==> src/rtl/sw_test_term_ctrl_if.sv <==
// -----------------------------------------------------------------------------
// sw_test_term_ctrl_if
//   Write-monitor bus tapped from the simulation SRAM. One beat per cycle;
//   there is no back-pressure, a write is simply observed when wr_valid is 1.
//
//   Signals
//     wr_valid  1   write strobe
//     addr      32  write address
//     data      16  write data [15:0]
//
//   Modports
//     master  drives the bus (SRAM write monitor / testbench)
//     slave   observes the bus (sw_test_term_ctrl)
// -----------------------------------------------------------------------------
interface sw_test_term_ctrl_if;
  logic        wr_valid;
  logic [31:0] addr;
  logic [15:0] data;

  modport master (output wr_valid, output addr, output data);
  modport slave  (input  wr_valid, input  addr, input  data);
endinterface : sw_test_term_ctrl_if

==> src/rtl/sw_test_term_ctrl.sv <==
// -----------------------------------------------------------------------------
// sw_test_term_ctrl
//   Decides when a Verilator chip-level simulation may end. Software writes a
//   16-bit status word to a fixed SRAM address. A "test started" code moves
//   the FSM to Running. A pass or fail code latches the verdict and moves it
//   to Drain. Drain waits for the UART DPI FIFO to stay idle for DrainCycles
//   consecutive cycles, so the final console text is printed before $finish.
//   The FSM then enters Done, which is sticky until reset.
//
//   Optional feature: define SW_TEST_TIMEOUT_EN to enable a watchdog. The
//   watchdog forces Done with a fail verdict after TimeoutCycles cycles spent
//   in Idle/Running. When the macro is undefined there is no watchdog logic
//   and timeout_o is tied to 0.
//
//   Ports
//     clk_i           in   1   clock, all state updates on posedge
//     rst_i           in   1   synchronous active-high reset
//     sram_wr         slave    SRAM write monitor (wr_valid / addr / data)
//     status_addr_i   in   32  address of the status word (quasi-static)
//     uart_tx_idle_i  in   1   UART TX idle / DPI FIFO empty
//     status_o        out  16  last accepted status word
//     state_o         out  2   0 Idle, 1 Running, 2 Drain, 3 Done
//     done_o          out  1   termination request, sticky until reset
//     passed_o        out  1   verdict, valid only while done_o=1
//     timeout_o       out  1   Done was reached through the watchdog
// -----------------------------------------------------------------------------
module sw_test_term_ctrl #(
  parameter int unsigned DrainCycles   = 1024,
  parameter int unsigned TimeoutCycles = 32'd5_000_000,
  parameter logic [15:0] StatusInTest  = 16'h4354,
  parameter logic [15:0] StatusPassed  = 16'h900d,
  parameter logic [15:0] StatusFailed  = 16'hbaad
) (
  input  logic                       clk_i,
  input  logic                       rst_i,
  sw_test_term_ctrl_if.slave         sram_wr,
  input  logic [31:0]                status_addr_i,
  input  logic                       uart_tx_idle_i,
  output logic [15:0]                status_o,
  output logic [1:0]                 state_o,
  output logic                       done_o,
  output logic                       passed_o,
  output logic                       timeout_o
);

  typedef enum logic [1:0] {
    ST_IDLE    = 2'd0,
    ST_RUNNING = 2'd1,
    ST_DRAIN   = 2'd2,
    ST_DONE    = 2'd3
  } state_e;

  // A zero-length drain still needs a 1-bit counter so the vector is legal.
  localparam int unsigned DrainW = (DrainCycles == 0) ? 1 : $clog2(DrainCycles + 1);
  localparam logic [DrainW-1:0] DrainMax = DrainW'(DrainCycles);

  state_e            state_q, state_d;
  logic [15:0]       status_q, status_d;
  logic              verdict_q, verdict_d;
  logic              timeout_q, timeout_d;
  logic [DrainW-1:0] drain_cnt_q;

  logic hit;
  logic code_pass;
  logic code_fail;
  logic drain_last;
  logic wd_expire;

  assign hit       = sram_wr.wr_valid && (sram_wr.addr == status_addr_i);
  assign code_pass = (sram_wr.data == StatusPassed);
  assign code_fail = (sram_wr.data == StatusFailed);

  // Last Drain cycle: the counter has seen DrainCycles-1 idle cycles and the
  // current one is idle too. A zero-length drain leaves after one cycle.
  generate
    if (DrainCycles == 0) begin : g_drain_zero
      assign drain_last = 1'b1;
    end else begin : g_drain_cnt
      assign drain_last = uart_tx_idle_i && (drain_cnt_q == DrainW'(DrainCycles - 1));
    end
  endgenerate

  // ---------------------------------------------------------------------------
  // Drain counter: runs only in Drain, any non-idle cycle restarts the count,
  // and it saturates at DrainCycles.
  // ---------------------------------------------------------------------------
  always_ff @(posedge clk_i) begin
    if (rst_i) begin
      // NOTE: sequential state is assigned with <= only, so every register
      // samples the pre-edge values of the others regardless of block order.
      drain_cnt_q <= '0;
    end else if (state_q != ST_DRAIN || !uart_tx_idle_i) begin
      drain_cnt_q <= '0;
    end else if (drain_cnt_q != DrainMax) begin
      drain_cnt_q <= drain_cnt_q + 1'b1;
    end
  end

`ifdef SW_TEST_TIMEOUT_EN
  // ---------------------------------------------------------------------------
  // Watchdog: counts cycles spent waiting for a verdict, freezes once a
  // verdict or timeout has been reached, and never wraps.
  // ---------------------------------------------------------------------------
  localparam int unsigned WdW = (TimeoutCycles == 0) ? 1 : $clog2(TimeoutCycles + 1);
  localparam logic [WdW-1:0] WdMax = WdW'(TimeoutCycles);

  logic [WdW-1:0] wd_cnt_q;

  always_ff @(posedge clk_i) begin
    if (rst_i) begin
      wd_cnt_q <= '0;
    end else if ((state_q == ST_IDLE || state_q == ST_RUNNING) && wd_cnt_q != WdMax) begin
      wd_cnt_q <= wd_cnt_q + 1'b1;
    end
  end

  generate
    if (TimeoutCycles == 0) begin : g_wd_zero
      assign wd_expire = 1'b1;
    end else begin : g_wd_cnt
      assign wd_expire = (wd_cnt_q == WdW'(TimeoutCycles - 1));
    end
  endgenerate
`else
  assign wd_expire = 1'b0;
`endif

  // ---------------------------------------------------------------------------
  // FSM process 1: state and datapath registers
  // ---------------------------------------------------------------------------
  always_ff @(posedge clk_i) begin
    if (rst_i) begin
      state_q   <= ST_IDLE;
      status_q  <= '0;
      verdict_q <= 1'b0;
      timeout_q <= 1'b0;
    end else begin
      state_q   <= state_d;
      status_q  <= status_d;
      verdict_q <= verdict_d;
      timeout_q <= timeout_d;
    end
  end

  // ---------------------------------------------------------------------------
  // FSM process 2: next-state logic
  // ---------------------------------------------------------------------------
  always_comb begin
    // NOTE: every signal written here gets a default first; a path that
    // skipped an assignment would otherwise infer a latch.
    state_d   = state_q;
    status_d  = status_q;
    verdict_d = verdict_q;
    timeout_d = timeout_q;

    unique case (state_q)
      ST_IDLE: begin
        if (hit) begin
          status_d = sram_wr.data;
          if (sram_wr.data == StatusInTest) begin
            state_d = ST_RUNNING;
          end else if (code_pass || code_fail) begin
            // Boot-stage software can report a verdict without InTest first.
            state_d   = ST_DRAIN;
            verdict_d = code_pass;
          end
        end
      end

      ST_RUNNING: begin
        if (hit) begin
          status_d = sram_wr.data;
          if (code_pass || code_fail) begin
            state_d   = ST_DRAIN;
            verdict_d = code_pass;
          end
        end
      end

      ST_DRAIN: begin
        // Writes are ignored here: the verdict is already latched.
        if (drain_last) begin
          state_d = ST_DONE;
        end
      end

      ST_DONE: begin
        state_d = ST_DONE;
      end

      default: begin
        state_d = ST_IDLE;
      end
    endcase

    // Watchdog expiry ends the test unless a verdict arrives the same cycle;
    // a real verdict always beats a timeout.
    if ((state_q == ST_IDLE || state_q == ST_RUNNING) && wd_expire &&
        state_d != ST_DRAIN) begin
      state_d   = ST_DONE;
      verdict_d = 1'b0;
      timeout_d = 1'b1;
    end
  end

  // ---------------------------------------------------------------------------
  // FSM process 3: outputs, decoded from registers only
  // ---------------------------------------------------------------------------
  always_comb begin
    state_o   = state_q;
    status_o  = status_q;
    done_o    = (state_q == ST_DONE);
    passed_o  = (state_q == ST_DONE) && verdict_q;
    timeout_o = timeout_q;
  end

endmodule : sw_test_term_ctrl

==> src/flat_wrapper.sv <==
// flat-port wrapper written by rule: the top's interface ports become plain ports
module sw_test_term_ctrl_flat 
#(
  parameter int unsigned DrainCycles   = 1024,
  parameter int unsigned TimeoutCycles = 32'd5_000_000,
  parameter logic [15:0] StatusInTest  = 16'h4354,
  parameter logic [15:0] StatusPassed  = 16'h900d,
  parameter logic [15:0] StatusFailed  = 16'hbaad
)
  (clk_i, rst_i, status_addr_i, uart_tx_idle_i, status_o, state_o, done_o, passed_o, timeout_o, sram_wr_wr_valid, sram_wr_addr, sram_wr_data);
  sw_test_term_ctrl_if sram_wr_i ();
  input  logic clk_i;
  input  logic rst_i;
  input  logic [31:0] status_addr_i;
  input  logic uart_tx_idle_i;
  output logic [15:0] status_o;
  output logic [1:0] state_o;
  output logic done_o;
  output logic passed_o;
  output logic timeout_o;
  input wire logic [$bits(sram_wr_i.wr_valid)-1:0] sram_wr_wr_valid;
  input wire logic [$bits(sram_wr_i.addr)-1:0] sram_wr_addr;
  input wire logic [$bits(sram_wr_i.data)-1:0] sram_wr_data;
  assign sram_wr_i.wr_valid = sram_wr_wr_valid;
  assign sram_wr_i.addr = sram_wr_addr;
  assign sram_wr_i.data = sram_wr_data;
  sw_test_term_ctrl #(.DrainCycles(DrainCycles), .TimeoutCycles(TimeoutCycles), .StatusInTest(StatusInTest), .StatusPassed(StatusPassed), .StatusFailed(StatusFailed)) u_core (.clk_i(clk_i), .rst_i(rst_i), .sram_wr(sram_wr_i), .status_addr_i(status_addr_i), .uart_tx_idle_i(uart_tx_idle_i), .status_o(status_o), .state_o(state_o), .done_o(done_o), .passed_o(passed_o), .timeout_o(timeout_o));
endmodule
==> config.mk <==
export PLATFORM = sky130hd
export DESIGN_NAME = sw_test_term_ctrl_flat
export DESIGN_NICKNAME = d
export VERILOG_FILES = /design/src/rtl/sw_test_term_ctrl_if.sv /design/src/rtl/sw_test_term_ctrl.sv /design/src/flat_wrapper.sv
export SDC_FILE = /design/constraint.sdc
export NUM_CORES = 1
export LEC_CHECK = 0
export CORE_AREA = 2 2 76 78
export CTS_CLUSTER_SIZE = 12
export DETAILED_ROUTE_END_ITERATION = 8
export DIE_AREA = 0 0 78 80
export GPL_TIMING_DRIVEN = 0
export PLACE_DENSITY = 0.74
export SYNTH_ARGS = -nofsm -noshare
export SYNTH_HDL_FRONTEND = slang
export SYNTH_SLANG_ARGS = --single-unit
==> constraint.sdc <==
create_clock -name clk_i -period 2.3 [get_ports clk_i]
set_input_delay 0.69 -clock clk_i [delete_from_list [all_inputs] [get_ports clk_i]]
set_output_delay 0.69 -clock clk_i [all_outputs]
set_load 0.02 [all_outputs]
[Word level (Yosys, flattened, before mapping)]
Index checks and enable logic that the tools add are counted.
Word-level totals
  register bits: 30
  output and inout bits: 21
  word-level logic and storage cells: 43
Cells by class
  $add $sub $neg: 1
  equal/unequal tests: 14
  multiplexer cells: 11
  reduce and logical (&&, ||, !) cells: 13
Operators by type and width (count)
  $eq A16 B16 Y1 const B: 2
  $eq A32 B32 Y1: 1
  $eq A16 B15 Y1 const B: 1
  $add A11 B1 Y11 const B: 1
  $eq A11 B10 Y1 const B: 1
  $ne A11 B11 Y1 const B: 1
  $mux W2: 5
  $pmux W2 S4: 1
  $ne A2 B1 Y1 const B: 3
  $eq A2 B2 Y1 const B: 2
  $mux W1: 4
  $ne A2 B2 Y1 const B: 2
  $reduce_and A4 Y1: 1
  $reduce_or A2 Y1: 2
  $logic_and A1 B1 Y1: 3
  $reduce_and A3 Y1: 1
  $eq A2 B1 Y1 const B: 1
  $logic_not A2 Y1: 1
  $logic_or A1 B1 Y1: 2
  $pmux W1 S2: 1
  $reduce_and A2 Y1: 1
  $reduce_bool A2 Y1: 1
  $logic_not A1 Y1: 1

[Depth between registers and ports, before layout]
Gate-level depths: netlist (run 1).
  depth after elaboration: 6
  mapped depth: 8
  mapped depth without buffers: 6

[Worst setup path before layout (run 1)]
OpenSTA, ideal clock, no wires.
  path type: input to register
  start: in status_addr_i[7]
  end: reg u_core.status_q[10] (netlist: u_core.status_o[10])
  arrival: 2.279 ns
  required time: 2.172 ns
  slack: -0.106 ns
  cell stages on the path: 8
  path buffers: 2
  cell sequence: xnor2_1 -> o211ai_1 -> or4_4 -> nor4b_4 -> buf_6 -> buf_12 -> mux2i_1 -> nor2_1
On the way
  longest elaborated chain between the ends: 3
Ends and longest elaborated chain
  start, declared: RTL line flat_wrapper.sv:14  | input logic [31:0] status_addr_i;
  $eq A32 B32 Y1: RTL line sw_test_term_ctrl.sv:69  | assign hit = sram_wr.wr_valid && (sram_wr.addr == status_addr_i);
  $logic_and A1 B1 Y1: RTL line sw_test_term_ctrl.sv:69
  $reduce_and A2 Y1 (no line)
  end signal, assigned: RTL line sw_test_term_ctrl.sv:139  | status_q <= status_d;
  end, declared: RTL line sw_test_term_ctrl.sv:58  | logic [15:0] status_q, status_d;
Every way passes these cells.
A chain may end at the register's enable or synchronous reset.

[Worst setup path after layout (run 1)]
  start: in status_addr_i[6]
  end: reg u_core.status_q[3] (netlist: u_core.status_o[3])
Same word-level chain as after synthesis.

==> results of run 1 <==
## cells in the final DEF (no fill, tap or decap), types with 4 or more instances in the layout
master / n
sky130_fd_sc_hd__a21oi_1: 4
sky130_fd_sc_hd__buf_4: 6
sky130_fd_sc_hd__buf_6: 8
sky130_fd_sc_hd__clkbuf_2: 6
sky130_fd_sc_hd__clkbuf_8: 6
sky130_fd_sc_hd__clkdlybuf4s15_1: 7
sky130_fd_sc_hd__clkdlybuf4s50_1: 44
sky130_fd_sc_hd__dfxtp_1: 30
sky130_fd_sc_hd__dlygate4sd2_1: 27
sky130_fd_sc_hd__dlymetal6s2s_1: 10
sky130_fd_sc_hd__mux2i_1: 13
sky130_fd_sc_hd__nand2_1: 4
sky130_fd_sc_hd__nand3_1: 7
sky130_fd_sc_hd__nor2_1: 31
sky130_fd_sc_hd__nor4_2: 4
sky130_fd_sc_hd__xnor2_1: 5
sky130_fd_sc_hd__xnor2_2: 5
sky130_fd_sc_hd__xor2_1: 20
sky130_fd_sc_hd__xor2_2: 6
## cell usage after synthesis, types with 3 or more instances
library cell / number
sky130_fd_sc_hd__nor2_1: 32
sky130_fd_sc_hd__nand2_1: 4
sky130_fd_sc_hd__nor4_1: 7
sky130_fd_sc_hd__nand3_1: 7
sky130_fd_sc_hd__dfxtp_1: 30
sky130_fd_sc_hd__xor2_1: 24
sky130_fd_sc_hd__xnor2_1: 11
sky130_fd_sc_hd__inv_1: 4
sky130_fd_sc_hd__mux2i_1: 16
sky130_fd_sc_hd__a21oi_1: 4
sky130_fd_sc_hd__nor2b_1: 3
sky130_fd_sc_hd__or3_1: 3
## state kept, by name, summed over array words and instances (netlist names)
| register | count |
|---|---|
| u_core.verdict_q | 1 |
| u_core.state_o | 2 |
| u_core.status_o | 16 |
| u_core.drain_cnt_q | 11 |
## final cells by class
type                       count  area [um^2]  share of cell area [%]
tap                           72        90.09                   2.811
clock inverter                 2        60.06                   1.874
clock buffer                   6        82.58                   2.577
sequential                    30        600.6                   18.74
inverter                       4        15.01                  0.4686
multi-input combinational    151         1266                   39.52
buffer                         4        26.28                  0.8200
timing repair buffer         110         1064                   33.19
## power by group
group	internal, uW	switching (uW)
logic	149	92.5
clock network	462	208
registers	519	0.0000000605
total	1130	301
## cell families after synthesis
family | synth area share [%]
AOI/OAI and AO/OA | 6.158
xor gates and xnor gates | 19.18
adders and majority gates | 1.415
buffers and inverters | 3.468
DFF | 33.97
muxes | 9.695
other | 0.2121
and+or+nand+nor | 25.90
## metrics by stage
| step | hold slack, ns | cells | TNS [ns] | total power, uW | instance area [um^2] |
|---|---|---|---|---|---|
| floorplan | 0.4646 | 190 | -0.3344 | 597.2 | 1775 |
| global placement | 0.4747 | 365 | -11.30 | 764.7 | 2897 |
| detailed placement | 0.4797 | 365 | -11.73 | 768.1 | 2897 |
| CTS | 0.5026 | 381 | -0.4835 | 1427 | 3154 |
| global route | 0.5342 | 379 | -0.4222 | 1498 | 3204 |
| finish | 0.4964 | 379 | 0 | 1432 | 3204 |
## path summary, 6_finish.rpt
path | from | to | depth (start not counted)
worst max register to register | u_core.drain_cnt_q[3] | u_core.state_o[0] | 6
worst min register to register | u_core.status_o[14] | u_core.status_o[14] | 2
worst max-delay path | status_addr_i[6] | u_core.status_o[3] | 9
worst min-delay path | u_core.status_o[14] | u_core.status_o[14] | 2
## tightest hold or removal path, cell delays in order, from the launching register on
cell	delay [ns]
sky130_fd_sc_hd__dfxtp_1	0.33
sky130_fd_sc_hd__mux2i_1	0.06
sky130_fd_sc_hd__nor2_1	0.07
## metal layers
| layer | GRT usage (%) | wire [um] |
|---|---|---|
| met1 | 20.72 | 2181 |
| met2 | 33.10 | 2930 |
| met3 | 5.430 | 248 |
| met4 | 4.561 | 65 |
| met5 | 0 | 0 |
## timing repair
| action | CTS | global route |
|---|---|---|
| buffers inserted | 7 | 0 |
| cloned | 1 | 0 |
| gates resized for setup | 99 | 44 |
| endpoints found under the setup margin | 19 | 19 |
| pin swaps | 30 | 22 |
==> summary by stage, run 1 <==
Layout
The area growth from synthesis to layout is 81.25%. The number of antenna diodes is 0. The final design utilization is 59.28%. The share of final-layout standard cells stronger than drive strength 1 is 21.82%. The layout has 500 filler cells. The final layout net count is 392.

Worst setup path
The critical path in this run is classified as input pin to register. The signal on the critical path passes through buf_6 > xnor2_2 > nand4_2 > or4_4 > nor4b_4 > buf_6 > buf_8 > mux2i_2 > nor2_1. The number of buffer and inverter instances along the worst setup path is 3.

At the worst endpoint, the required time is 2.47 ns. Grouping stages by cell kind, the critical path spends the most delay in simple AND/OR/NAND/NOR gates. The master of the slowest instance on the critical path is sky130_fd_sc_hd__or4_4.

STA classifies the critical path startpoint as an input pin. At the worst endpoint, the arrival time is 2.41 ns. The reg2reg setup slack is 0.50 ns. Of all nets on the critical path, the largest fanout is 6. The most frequent cell on the critical path is sky130_fd_sc_hd__buf_6. The worst setup path is captured at a register. For this run, the slowest stage of the critical path takes 0.52 ns.

Timing
Derived from the worst setup path, the maximum achievable clock frequency is 0.4447 GHz. The shortest clock period the worst path allows after layout is 2.249 ns. After layout, the worst path uses 97.77% of the clock period. The final count of hold timing violations is 0. Setup slack closes at 0.05125 ns. For the pin with the worst max-slew slack, the measured transition is 0.5231 ns. For the final database, setup skew stands at 0.005103 ns. The worst slew margin relative to its limit is 65.13%. The count of pins over their slew limit was 0. Setup violations remaining at the end of the flow were counted as 0.

Clock tree
The number of hold buffers added after CTS is 0. The root buffer cell is sky130_fd_sc_hd__clkbuf_8. The clock transition time at the flip-flop clock pins of the worst setup and hold paths is 0.07 ns. The total number of H-tree levels is 2. In this run the deepest clock path goes through 2 buffers.

At the later pin of the worst-skew pair, clock insertion delay measures 0.28 ns. TritonCTS built the clock tree. Clock tree synthesis found a total of 30 sinks. The number of buffers added by the clock tree synthesis step is 5.

Routing
The overall routed net length is 5425 um. The first TritonRoute pass finished after 4 iterations. The detail route stage leaves a number of antenna-violating nets equal to 0.

The residual DRC count is 0. The number of DRC markers in iteration 0 is 56. After detailed routing, the number of vias per cell comes to 4.646. The routed layout has 1,761 vias. The wire length per cell is 14.31 um.

Run
The number of violations of the max-capacitance limit is 0.

Place
In this run the tool buffered the top-level ports with 103 buffer cells. OpenSTA, run right after detailed placement, puts the worst setup slack at -0.7020 ns. The final weighted congestion of routability-driven global placement is 0.8146. Detailed placement finished with a half-perimeter wire length of 4162 um.

Floorplan
After floorplanning, the core was sized to cover 5405 um^2. For this design the top-level I/O count stands at 105. The starting density of the core is 32.71%. The die span in x is 78 um. Measured along the y axis, the die boundary spans 80 um.

The row count is 27. The full die area is 6240 um^2.

Synth
The number of warning messages in the yosys log is 0. Counting flops with a built-in enable in the synthesized netlist gives 0. The sequential share of the synthesized area is 33.97%. In this run the cell area of the synthesized design comes to 1768 um^2. The post-synthesis net count is 276.

The dominant cell type by area after synthesis is sky130_fd_sc_hd__dfxtp_1. A synthesized cell averages 9.305 um^2. Synthesis inferred 30 register bits.

The number of library cell types mapped by synthesis is 48. The most used flip-flop cell after synthesis is sky130_fd_sc_hd__dfxtp_1. Yosys attributes the largest share of cell area to sky130_fd_sc_hd__dfxtp_1 (34%), sky130_fd_sc_hd__xor2_1 (12%), sky130_fd_sc_hd__mux2i_1 (9.1%), sky130_fd_sc_hd__nor2_1 (6.8%), sky130_fd_sc_hd__xnor2_1 (5.4%). The synthesized netlist cell count is 190. Counting flops with an async set or reset pin after synthesis yields a share of 0%. The share of the synthesized area in the top cell type is 33.97%.

Global route
The first-pass GRT wire length is 8852 um. The via count of the first global-routing pass was 1,879. The number of antenna violations at the first check in global routing is 0. Entering global routing, the biggest net connects 11 pins.

The overflow left after global routing is 0. The global router's overall resource usage is 18.17%.

Power
Summed over all cells, the static leakage comes to 0.001322 uW. The largest voltage drop on the vdd net is 323.7 uV. Power spread over the standard cell area amounts to 446.7 nW/um^2.

Min path
In this run the worst hold path is classified as register to register.

Status
The run finished with clean final reports.
Note: power is estimated with default switching activity, not from simulation.
==> run 2: changes to the inputs <==
RECOVER_POWER = 25   (was default)
==> summary by stage, run 2 (synthesis results as in run 1) <==
Power
The largest voltage drop on the vdd net is 323.7 uV. The switching power as a share of total power is 21.03%. The reported net switching power is 301.0 uW. Combinational logic is responsible for 16.9% of the overall power.

The leakage component of the power is 0.001322 uW. The fraction of power consumed by sequential logic is 36.3%. Cell internal power was estimated by the tool at 1130 uW. In this run, the clock network consumes 46.9% of the power. The power per unit of standard cell area is 446.6 nW/um^2.

Clock tree
The root buffer cell is sky130_fd_sc_hd__clkbuf_8. The longest clock path from root to sink contains 2 buffers. The total number of H-tree levels is 2. Clock tree synthesis inserted a total of 5 buffers.

After clock tree synthesis, the flow added hold-fix buffers numbering 0. TritonCTS built the clock tree. CTS saw 30 sinks. The clock reaches the later pin of the worst-skew pair after 0.28 ns.

After clock tree synthesis, the clock-pin slew on the worst setup and hold paths is 0.07 ns.

Worst setup path
The critical path in this run is classified as input pin to register. STA classifies the critical path startpoint as an input pin. Of all nets on the critical path, the largest fanout is 6.

The worst-case reg-to-reg path depth is 6. The data arrival time of the critical path is 2.41 ns. The worst setup path is captured at a register. Data on the critical path is required at its endpoint by 2.47 ns.

Timing
The actual transition at the worst max-transition pin is 0.5231 ns. The routed design could run at a clock period as short as 2.249 ns. Setup slack closes at 0.05125 ns. The count of pins over their slew limit was 0. The setup TNS is 0 ns. Hold is met by 0.4964 ns.

Based on the critical path, the design can be clocked at up to 0.4447 GHz. The final clock period utilization by the worst path is 97.77%. The final count of hold timing violations came to 0.

The worst slew margin relative to its limit is 65.13%. On the final layout, the worst clock skew is 0.005103 ns. Setup violations remaining at the end of the flow were counted as 0.

Place
The final weighted congestion of routability-driven global placement is 0.8146. The post-placement setup slack is -0.7020 ns. The HPWL after detailed placement is 4162 um.

Port buffering added 103 buffers.

Min path
The count of cells along the worst hold path is 2. The tightest min-delay check is of the register to register type.

Layout
The top cell types in the final layout, fill and taps aside, are sky130_fd_sc_hd__clkdlybuf4s50_1 (43), sky130_fd_sc_hd__nor2_1 (31), sky130_fd_sc_hd__dfxtp_1 (30). The flip-flop count of the largest register, all copies and words added is 16. The multi-input combinational cell area is 1266 um^2.

The most common cell after layout, fill and taps aside is sky130_fd_sc_hd__clkdlybuf4s50_1. After the last flow step, the layout net total stands at 392. The layout has 500 filler cells. Compared with the post-synthesis result, the final layout area differs by 81.25%.

Summing all flip-flop and latch instances after layout gives 600.6 um^2. Of the cells placed in the final design, the portion with a size suffix greater than 1 is 21.82%. The repair_antennas step left the layout with diodes totalling 0.

Floorplan
Once the floorplan was initialized, standard cells occupied 32.71% of the core. The die is 78 um wide. The die outline height is 80 um. The die covers 6240 um^2. After floorplanning, the core was sized to cover 5405 um^2. In this run the count of I/O pins placed on the die edge is 105. The row count is 27.

Routing
The wire length per cell is 14.31 um. The final layout contains routed wiring with a total length of 5424 um. The first-pass iteration count of the detailed router is 4. After the first detailed-routing iteration, the DRC count stood at 56. Using the TritonRoute via totals, the vias-per-cell ratio works out to 4.646. The count of nets left with antenna violations after detail routing is 0. The total via count in the routed design is 1,761. The residual DRC count is 0.

Global route
The via count of the first global-routing pass came to 1,879. Entering global routing, the biggest net connects 11 pins. The overflow left after global routing is 0. The global router's overall resource usage is 18.17%. The first-pass GRT wire length is 8852 um. The number of antenna violations at the first check in global routing came to 0.

Status
The run finished with clean final reports.

Run
The number of violations of the max-capacitance limit is 0.
==> run 2: worst paths after layout <==
path | startpoint | end | slack (ns)
min | u_core.status_o[14] | u_core.status_o[14] | 0.50
max | status_addr_i[6] | u_core.status_o[3] | 0.05
max reg2reg | u_core.drain_cnt_q[3] | u_core.state_o[0] | 0.50
min reg2reg | u_core.status_o[14] | u_core.status_o[14] | 0.50
==> run 2: layout make-up <==
cell class                 count  share of cell area, %
multi-input combinational    151                  39.52
timing repair buffer         110                  33.19
sequential                    30                  18.74
tap                           72                  2.811
clock buffer                   6                  2.577
clock inverter                 2                  1.874
buffer                         4                 0.8200
inverter                       4                 0.4686
==> run 2: repair_timing <==
| item | CTS | global route |
|---|---|---|
| gates cloned | 1 | 0 |
| pin swaps | 30 | 22 |
| buffers inserted | 7 | 0 |
| setup endpoints to repair | 19 | 19 |
| gates resized for setup | 99 | 44 |
==> run 2: through the flow <==
stage | std cells | util [%] | instance area (um^2) | total power [uW]
2_1_floorplan | 190 | - | 1775 | 597.2
6_report | 379 | 59.28 | 3204 | 1431
3_5_place_dp | 365 | 53.59 | 2897 | 768.1
3_3_place_gp | 365 | 53.59 | 2897 | 764.7
4_1_cts | 381 | 58.36 | 3154 | 1427
5_1_grt | 379 | 59.28 | 3204 | 1498
==> run 2: routing by layer <==
metal  global-route usage (%)  wire [um]  up-vias
met1                    20.72       2181      834
met4                    4.561         65        0
met3                    5.430        247        8
met2                    33.10       2930       34
li1                         -          -      885
met5                        0          0        -
==> run 2: worst max-delay path, stage by stage <==
cell	delay [ns]
sky130_fd_sc_hd__buf_6	0.10
sky130_fd_sc_hd__xnor2_2	0.16
sky130_fd_sc_hd__nand4_2	0.10
sky130_fd_sc_hd__or4_4	0.52
sky130_fd_sc_hd__nor4b_4	0.28
sky130_fd_sc_hd__buf_6	0.17
sky130_fd_sc_hd__buf_8	0.13
sky130_fd_sc_hd__mux2i_2	0.20
sky130_fd_sc_hd__nor2_1	0.05
==> run 2: power by group through the flow <==
stage	Combinational, uW	Clock, uW	Sequential, uW
after floorplan	66.1	0	531
after global placement	234	0	531
after detailed placement	237	0	531
after CTS	227	681	519
after global routing	261	718	519
final	241	671	519
==> run 3: changes to the inputs <==
--- a/config.mk
+++ b/config.mk
@@ -10,5 +10,5 @@
 export DETAILED_ROUTE_END_ITERATION = 8
 export DIE_AREA = 0 0 78 80
-export GPL_TIMING_DRIVEN = 0
+export HOLD_SLACK_MARGIN = 0.06
 export PLACE_DENSITY = 0.74
 export RECOVER_POWER = 25
==> constraint.sdc (replaced) <==
create_clock -name clk_i -period 2.3 [get_ports clk_i]
set_input_delay 0.69 -clock clk_i [delete_from_list [all_inputs] [get_ports clk_i]]
set_output_delay 0.69 -clock clk_i [all_outputs]
set_load 0.1 [all_outputs]
==> summary by stage, run 3 (synthesis results as in run 1) <==
Routing
The first-pass iteration count of the detailed router is 4. In the routed layout, each cell is associated on average with a via count of 4.540. The residual DRC count is 0. In this run the remaining antenna-violating nets after routing total 0.

The routed layout has 1,798 vias. The overall routed net length is 5389 um. In the final routed layout, each cell accounts on average for 13.61 um.

The number of DRC markers in iteration 0 is 101.

Timing
The number of endpoints failing setup at the final stage is 7. The shortest clock period the worst path allows after layout is 2.346 ns. The final critical path takes up 102.0% of the cycle.

Setup repair after global routing could not meet its margin everywhere. Static timing analysis puts the maximum clock frequency at 0.4263 GHz. The count of pins over their slew limit is 0. The setup TNS is -0.2198 ns. The final count of hold timing violations is 0.

The largest clock skew in the final design is 0.007862 ns. After layout, the worst setup slack is -0.04553 ns.

Worst setup path
The worst register-to-register path ends at u_core.state_o[0]. On the critical path, the stage with the largest delay is an instance of sky130_fd_sc_hd__or4_4. For the worst setup path, the data required time is 2.47 ns. The worst reg2reg path startpoint is u_core.drain_cnt_q[3]. The signal on the critical path passes through buf_8 > xnor2_4 > nand4_2 > or4_4 > nor4b_4 > buf_4 > buf_12 > buf_12 > mux2i_2 > nor2_1.

The element type at the critical path start is an input pin. By instance count, the cell type seen most on the critical path is sky130_fd_sc_hd__buf_12. The type of the worst setup path is input pin to register. The reg2reg setup slack is 0.48 ns. The worst-case reg-to-reg path depth is 6. The type of element capturing the critical path is a register. The top fanout value on the critical path is 5. The data arrival time of the critical path is 2.52 ns. The largest single stage delay on the critical path is 0.55 ns.

Place
Once detailed placement completed, the half-perimeter wirelength came to 4025 um. The post-placement setup slack is -0.5699 ns. The number of input and output port buffers inserted is 103.

The congestion estimate from routability-driven global placement came to 0.7938. The number of instances in the placed design is 382.

Floorplan
The placeable core area is 5405 um^2. 105 I/O pins were placed. Measured along the x axis, the die boundary spans 78 um. The floorplan step defined a die boundary enclosing 6240 um^2. The die outline height is 80 um. The floorplan has 27 rows. For this configuration, the core starts out at a cell density of 32.71%.

Global route
Entering global routing, the biggest net connects 21 pins. The number of antenna violations at the first check in global routing is 0. Summed over all layers, the global routing overflow is 0. The global router's overall resource usage is 18.27%. The first global-routing pass estimated 8894 um of wire. The via count of the first global-routing pass is 1,874.

Power
Of the total power, the share spent switching nets is 20.39%. The combinational fraction of design power is 18.0%. Sequential cells account for 36.1% of the total power. The reported net switching power is 293.0 uW. The share of total power dissipated in the clock network is 45.9%. The internal portion of the total power is 1144 uW.

The power per unit of standard cell area is 431.9 nW/um^2. Overall power consumption after layout is estimated at 1437 uW. Summed over all cells, the static leakage comes to 0.001443 uW. The largest voltage drop on the vdd net is 291.6 uV.

Layout
The post-route netlist has 33.02% of its cells at a drive strength greater than 1. At the end of the flow the core is filled with cells to 61.55%. The final layout net count is 409. The layout overhead on the synthesized area is 88.18%.

The flip-flop count of the largest register, all copies and words added is 16. The final standard cell count with taps included and fillers excluded is 396. The number of antenna diodes is 0. The library cells used most frequently in the layout, excluding fill and tap cells, are sky130_fd_sc_hd__buf_4 (40), sky130_fd_sc_hd__nor2_1 (32), sky130_fd_sc_hd__dfxtp_1 (29).

Leaving out fill and tap cells, the most frequent cell in the layout is sky130_fd_sc_hd__buf_4.

Clock tree
The total number of H-tree levels is 2. The number of hold buffers added after CTS was 0. The root buffer cell is sky130_fd_sc_hd__clkbuf_8.

TritonCTS built the clock tree. TritonCTS created 5 clock buffers. The clock latency on the worst-skew pair is 0.28 ns. The total number of clock tree sinks is 30. The clock transition time at the flip-flop clock pins of the worst setup and hold paths is 0.07 ns. In this run the deepest clock path goes through 2 buffers.

Run
Across the run, the number of max-cap violations was 0.

Status
The flow ran to the end, but the final reports show violations. The checks that failed: negative setup slack.

Min path
The startpoint of the tightest hold check path is u_core.status_o[0]. The worst hold path class is register to register. The worst hold path terminates at u_core.status_o[0]. The count of cells along the worst hold path is 2.
run 3: cell count changes in the layout (fill, tap and decap cells not counted), sizes merged:
cell | before | now
dlygate4sd2 | 27 | 15
clkdlybuf4s15 | 7 | 14
clkbuf | 14 | 15
buf | 18 | 55
dlymetal6s2s | 10 | 12
clkdlybuf4s50 | 43 | 26
dlygate4sd3 | 1 | 0
run 3: per-stage QoR:
stage	instance area, um^2	hold WS (ns)
final	3327	0.5084
after global routing	3327	0.5451
after CTS	3294	0.5067
after detailed placement	3019	0.4906
after global placement	3019	0.4764
after floorplan	1779	0.4646
run 3: what timing repair did:
action                                  CTS  global route
gates resized for setup                  87            52
endpoints found under the setup margin   19            19
gates cloned                              3             0
pin swaps                                33            33
setup buffers                             5             1
run 3: layout make-up:
cell class | instances | area, um^2
clock buffers | 6 | 82.58
multi-input cells | 151 | 1245
repair buffers | 131 | 1232
inverters | 4 | 15.01
clock inverters | 2 | 60.06
fillers | 470 | 2078
flip-flops and latches | 30 | 601.8
well taps | 72 | 90.09
run 3: per-layer routing:
metal,global-route usage [%],wire [um]
met5,0,0
met4,5.263,84
met3,4.751,190
met2,32.07,2815
met1,21.98,2298
run 3: worst max-delay path: cells and delay by family:
kind | cells | cell delay (ns)
XOR/XNOR | 1 | 0.16
buffers and inverters | 4 | 0.51
multiplexers | 1 | 0.19
AND/OR/NAND/NOR | 4 | 0.97
run 3: worst max path at each step:
| stage | start | end | slack (ns) | depth (start not counted) |
|---|---|---|---|---|
| 2_1_floorplan | status_addr_i[7] | u_core.status_o[10] | -0.04 | 8 |
| 3_3_place_gp | status_addr_i[7] | u_core.status_o[1] | -0.56 | 8 |
| 3_5_place_dp | status_addr_i[7] | u_core.status_o[1] | -0.57 | 8 |
| 4_1_cts | sram_wr_addr[28] | u_core.status_o[1] | -0.11 | 10 |
| 5_1_grt | status_addr_i[28] | u_core.status_o[10] | -0.15 | 10 |
| 6_report | status_addr_i[28] | u_core.status_o[10] | -0.05 | 10 |
run 3: power groups by stage:
stage                     combinational (uW)  clock [uW]  sequential (uW)
after floorplan                         71.8           0              531
after global routing                     279         707              519
after global placement                   255           0              531
after detailed placement                 258           0              531
after CTS                                249         673              519
final                                    258         659              519
